==> src/rtl/acc_pkg.sv <==
// Shared definitions for the accumulator core and its feeder.
// Width defaults here must track the core's number/result ports.
package acc_pkg;

    localparam int ACC_IN_DATA_WIDTH = 8;
    localparam int ACC_DWIDTH        = 16;

    typedef enum logic [1:0] {
        ST_IDLE  = 2'd0,
        ST_FETCH = 2'd1,
        ST_DRAIN = 2'd2,
        ST_DONE  = 2'd3
    } state_e;

endpackage

==> src/rtl/acc_feeder.sv <==
// Job sequencer: streams N buffer-RAM operands into the accumulator core
// and reports the core's result delta over the job.
module acc_feeder
    import acc_pkg::*;
#(
    parameter int IN_DATA_WIDTH = ACC_IN_DATA_WIDTH,
    parameter int DWIDTH        = ACC_DWIDTH,
    parameter int AWIDTH        = 8,
    parameter int CNT_WIDTH     = 8
) (
    input  logic                     clk,
    input  logic                     rst_n,
    input  logic                     start_i,
    input  logic [CNT_WIDTH-1:0]     num_i,
    input  logic [AWIDTH-1:0]        base_addr_i,
    output logic                     busy_o,
    output logic                     done_o,
    output logic [DWIDTH-1:0]        sum_o,
    output logic                     mem_rd_en_o,
    output logic [AWIDTH-1:0]        mem_addr_o,
    input  logic [IN_DATA_WIDTH-1:0] mem_rdata_i,
    output logic                     acc_run_o,
    output logic                     acc_valid_o,
    output logic [IN_DATA_WIDTH-1:0] acc_number_o,
    input  logic                     acc_valid_i,
    input  logic [DWIDTH-1:0]        acc_result_i
);

    state_e                 state_q, state_d;
    logic [CNT_WIDTH-1:0]   num_q, num_d;
    logic [CNT_WIDTH-1:0]   issue_cnt_q, issue_cnt_d;
    logic [CNT_WIDTH-1:0]   ret_cnt_q, ret_cnt_d;
    logic [AWIDTH-1:0]      base_addr_q, base_addr_d;
    logic [DWIDTH-1:0]      base_sum_q, base_sum_d;
    logic [DWIDTH-1:0]      sum_q, sum_d;
    logic                   valid_q, valid_d;
    logic                   rd_en;
    logic                   last_issue;
    logic                   last_ret;

    assign rd_en      = (state_q == ST_FETCH);
    assign last_issue = (issue_cnt_q == num_q - CNT_WIDTH'(1));
    assign last_ret   = (ret_cnt_q == num_q - CNT_WIDTH'(1));

    always_comb begin
        state_d     = state_q;
        num_d       = num_q;
        issue_cnt_d = issue_cnt_q;
        ret_cnt_d   = ret_cnt_q;
        base_addr_d = base_addr_q;
        base_sum_d  = base_sum_q;
        sum_d       = sum_q;
        // Operands are never stalled, so valid is just the strobe delayed.
        valid_d     = rd_en;

        unique case (state_q)
            ST_IDLE: begin
                if (start_i) begin
                    if (num_i != '0) begin
                        num_d       = num_i;
                        base_addr_d = base_addr_i;
                        base_sum_d  = acc_result_i;
                        issue_cnt_d = '0;
                        ret_cnt_d   = '0;
                        state_d     = ST_FETCH;
                    end else begin
                        sum_d   = '0;
                        state_d = ST_DONE;
                    end
                end
            end
            ST_FETCH: begin
                issue_cnt_d = issue_cnt_q + CNT_WIDTH'(1);
                if (acc_valid_i) begin
                    ret_cnt_d = ret_cnt_q + CNT_WIDTH'(1);
                end
                if (last_issue) begin
                    state_d = ST_DRAIN;
                end
            end
            ST_DRAIN: begin
                if (acc_valid_i) begin
                    ret_cnt_d = ret_cnt_q + CNT_WIDTH'(1);
                    if (last_ret) begin
                        sum_d   = acc_result_i - base_sum_q;
                        state_d = ST_DONE;
                    end
                end
            end
            ST_DONE: begin
                state_d = ST_IDLE;
            end
            default: begin
                state_d = ST_IDLE;
            end
        endcase
    end

    always_ff @(posedge clk or negedge rst_n) begin
        if (!rst_n) begin
            state_q     <= ST_IDLE;
            num_q       <= '0;
            issue_cnt_q <= '0;
            ret_cnt_q   <= '0;
            base_addr_q <= '0;
            base_sum_q  <= '0;
            sum_q       <= '0;
            valid_q     <= 1'b0;
        end else begin
            state_q     <= state_d;
            num_q       <= num_d;
            issue_cnt_q <= issue_cnt_d;
            ret_cnt_q   <= ret_cnt_d;
            base_addr_q <= base_addr_d;
            base_sum_q  <= base_sum_d;
            sum_q       <= sum_d;
            valid_q     <= valid_d;
        end
    end

    assign busy_o       = (state_q != ST_IDLE);
    assign done_o       = (state_q == ST_DONE);
    assign sum_o        = sum_q;
    assign mem_rd_en_o  = rd_en;
    assign mem_addr_o   = rd_en ? base_addr_q + AWIDTH'(issue_cnt_q) : '0;
    assign acc_run_o    = (state_q == ST_FETCH) || (state_q == ST_DRAIN);
    assign acc_valid_o  = valid_q;
    assign acc_number_o = mem_rdata_i;

endmodule
==> config.mk <==
export PLATFORM = sky130hd
export DESIGN_NAME = acc_feeder
export DESIGN_NICKNAME = d
export VERILOG_FILES = /design/src/rtl/acc_pkg.sv /design/src/rtl/acc_feeder.sv
export SDC_FILE = /design/constraint.sdc
export NUM_CORES = 1
export LEC_CHECK = 0
export CAP_MARGIN = 20
export CORE_MARGIN = 5
export CORE_UTILIZATION = 52
export CTS_BUF_LIST = sky130_fd_sc_hd__clkbuf_4 sky130_fd_sc_hd__clkbuf_8
export DETAILED_ROUTE_END_ITERATION = 12
export PLACE_DENSITY = 0.8
export SYNTH_ARGS = -nofsm -noshare
export SYNTH_HDL_FRONTEND = slang
export SYNTH_SLANG_ARGS = --single-unit
==> constraint.sdc <==
create_clock -name clk -period 4.8 [get_ports clk]
set_clock_uncertainty 0.15 [all_clocks]
set_input_delay 0.96 -clock clk [delete_from_list [all_inputs] [get_ports clk]]
set_output_delay 0.96 -clock clk [all_outputs]
set_load 0.05 [all_outputs]
==> out/qor.yml <==
status: "completed"
power_switching_mw: 1.396
cap_violations: 0
insertion_delay_ns: 0.34
required_ns: 3.69
power_frac_comb_pct: 57.8
vias: 3124
pre_cts_ws_ns: 0.9518
clk_path_buf_depth: 2
finalMaxSlewViolations: 0
grt_pass1_vias: 3254
holdPathStages: 2
synth-main-ff-cell: "dfrtp_1"
worst_hold_slack_ns: 0.3323
crit_fanout: 6
finalHoldViolations: 0
wl_per_cell_um: 14.86
syn_nets: 490
power_density_nw_per_um2: 618.1
htree_levels: 3
finalCritPeriodShare_pct: 88.45
cts_tree: "yes"
crit_path_start_kind: "flop"
rsz0062_at_grt: "no"
io_buffers: 64
setup_violations: 0
postCtsSetupBuffers: 0
intPower_mw: 1.759
totalWireLength_mm: 8.681
synth_area_um2: 4262
area_growth_pct: 19.79
wl_met3_um: 289
final_cell_area_um2: 5105
route.met2.wl_mm: 4.642
synth_edf_count: 0
cts-root-buf: "clkbuf_8"
syn_avg_cell_area_um2: 10.27
ys_ff_latch: 67
setup_slack_ns: 0.5543
ant_nets: 0
yosysUniqueCellTypes: 57
crit_type: "flop to output pin"
slew_headroom_pct: 52.45
initial_core_util_pct: 52.66
max_freq_mhz: 235.5
core_region_area_um2: 8093
routed_via_density: 5.349
cp.arrival_ns: 3.14
first_pass_iters: 4
placement.cell_area_um2: 4926
rows: 33
sw_frac_of_total_pct: 44.24
dpl.hpwl_mm: 6.764
ioPinCount: 81
die_h_um: 100.5
grt_max_degree: 37
grt_first_pass_wirelength_mm: 14.88
die_width_um: 100.5
top_layer: "met4"
ys_warn_count: 0
antenna_found_initial: 0
hold_class: "flop to flop"
tns_ns: 0
rr_worst_depth: 9
cts_resized: 0
total_power_mw: 3.155
place_congestion: 0.8201
grtUsageTotal_pct: 18.54
overflow: 0
cts_buffers: 9
drive_above_1_share_pct: 14.82
synth-async-reset-ratio_pct: 100.0
pwr-share-seq_pct: 28.8
dieArea_um2: 10110
min_period_ns: 4.246
clkTransAtPathRegs_ns: 0.07
p_leak_nw: 2.309
numClockSinks: 67
wl_met1_mm: 3.622
ir_worst_vdd_v: 0.0002772
synth_cells: 415
diodes: 0
synth_seq_area_share_pct: 39.34
tightest_slew_ns: 0.7132
nNetsFinal: 549
drt_iter0_drc: 68
drc: 0
worstSetupEndpointType: "output pin"
p_clk_share_pct: 13.5
cts-hold-fix-buffers: 0
==> worst max-delay path, stage by stage, from the launching register on <==
cell and delay, ns:
dfrtp_1 0.46, ha_1 0.33, a21o_1 0.16, a21oi_1 0.20, nor2b_1 0.09, o21a_1 0.20, o41a_1 0.33, xnor2_1 0.13
nor2_1 0.09, clkdlybuf4s50_1 0.80
==> area by class of cell <==
cell class	instances	area, µm²
Fill cell	685	2988
Multi-Input combinational cell	298	2344
Sequential cell	67	1677
Timing Repair Buffer	67	658.1
Clock buffer	10	137.6
Tap cell	105	131.4
Inverter	31	116.4
Clock inverter	6	41.29
==> synthesized netlist by cell type, types with 5 or more instances <==
cell type  instances  area, µm²
dfrtp_1           67       1677
inv_1             31      116.4
mux2_2            31      349.1
nor2_1            30      112.6
ha_1              29      362.9
nand2_1           28      105.1
xnor2_1           27      236.5
o21ai_0           21      105.1
xor2_1            18      157.7
o21ai_2           11      96.34
a21o_1            10      75.07
a21oi_1           10      50.05
buf_4              9      67.56
nand4_1            7      43.79
nor2b_1            6      37.54
nand3_1            5      25.02
or3_1              5      31.28
==> power groups by stage <==
stage	combinational [mW]	clock, mW	sequential (mW)
4_1_cts	1.84	0.433	0.907
2_1_floorplan	1.47	0	0.869
5_1_grt	2.01	0.462	0.934
6_report	1.82	0.425	0.907
3_3_place_gp	1.77	0	0.907
3_5_place_dp	1.82	0	0.919
==> cells in the final DEF, fill, tap and decap left out, types with 11 or more instances in the layout <==
master           count
dfrtp_1             67
clkdlybuf4s50_1     63
inv_1               31
mux2_2              31
nor2_1              30
ha_1                29
nand2_1             28
xnor2_1             27
o21ai_0             21
xor2_1              18
o21ai_2             11
==> registers in the layout, indices dropped and copies added (netlist names) <==
name and flops:
base_sum_q 16, sum_o 16, base_addr_q 8, issue_cnt_q 8, num_q 8, ret_cnt_q 8
state_q 2, acc_valid_o 1
==> through the flow <==
stage,utilization (%),cells
4_1_cts,63.08,584
2_1_floorplan,-,415
6_report,63.08,584
3_5_place_dp,60.87,568
3_3_place_gp,60.87,568
5_1_grt,63.08,584
==> routing by layer <==
metal,GRT usage [%],vias up
met2,33.89,51
met3,3.529,14
met4,6.321,0
li1,-,1555
met5,0,-
met1,21.65,1504
==> kinds of logic (layout without fill, tap and decap cells) <==
kind of cell,Yosys count,after routing,synth area share [%]
compound gates,78,78,12.74
xor+xnor,48,48,10.83
fa+ha+maj,31,31,9.454
buf+inv,50,114,5.666
flops,67,67,39.34
mux,34,34,8.925
simple gates,107,107,13.04
==> path summary, 6_finish.rpt <==
kind	slack (ns)	start	endpoint
max reg2reg	1.82	num_q[0]	sum_o[0]
max	0.55	issue_cnt_q[1]	mem_addr_o[7]
min in group asynchronous	0.52	rst_n	sum_o[1]
min	0.33	sum_o[13]	sum_o[13]
max in group asynchronous	3.06	rst_n	num_q[7]
min reg2reg	0.33	sum_o[13]	sum_o[13]
Power figures use the tool's default switching activity.
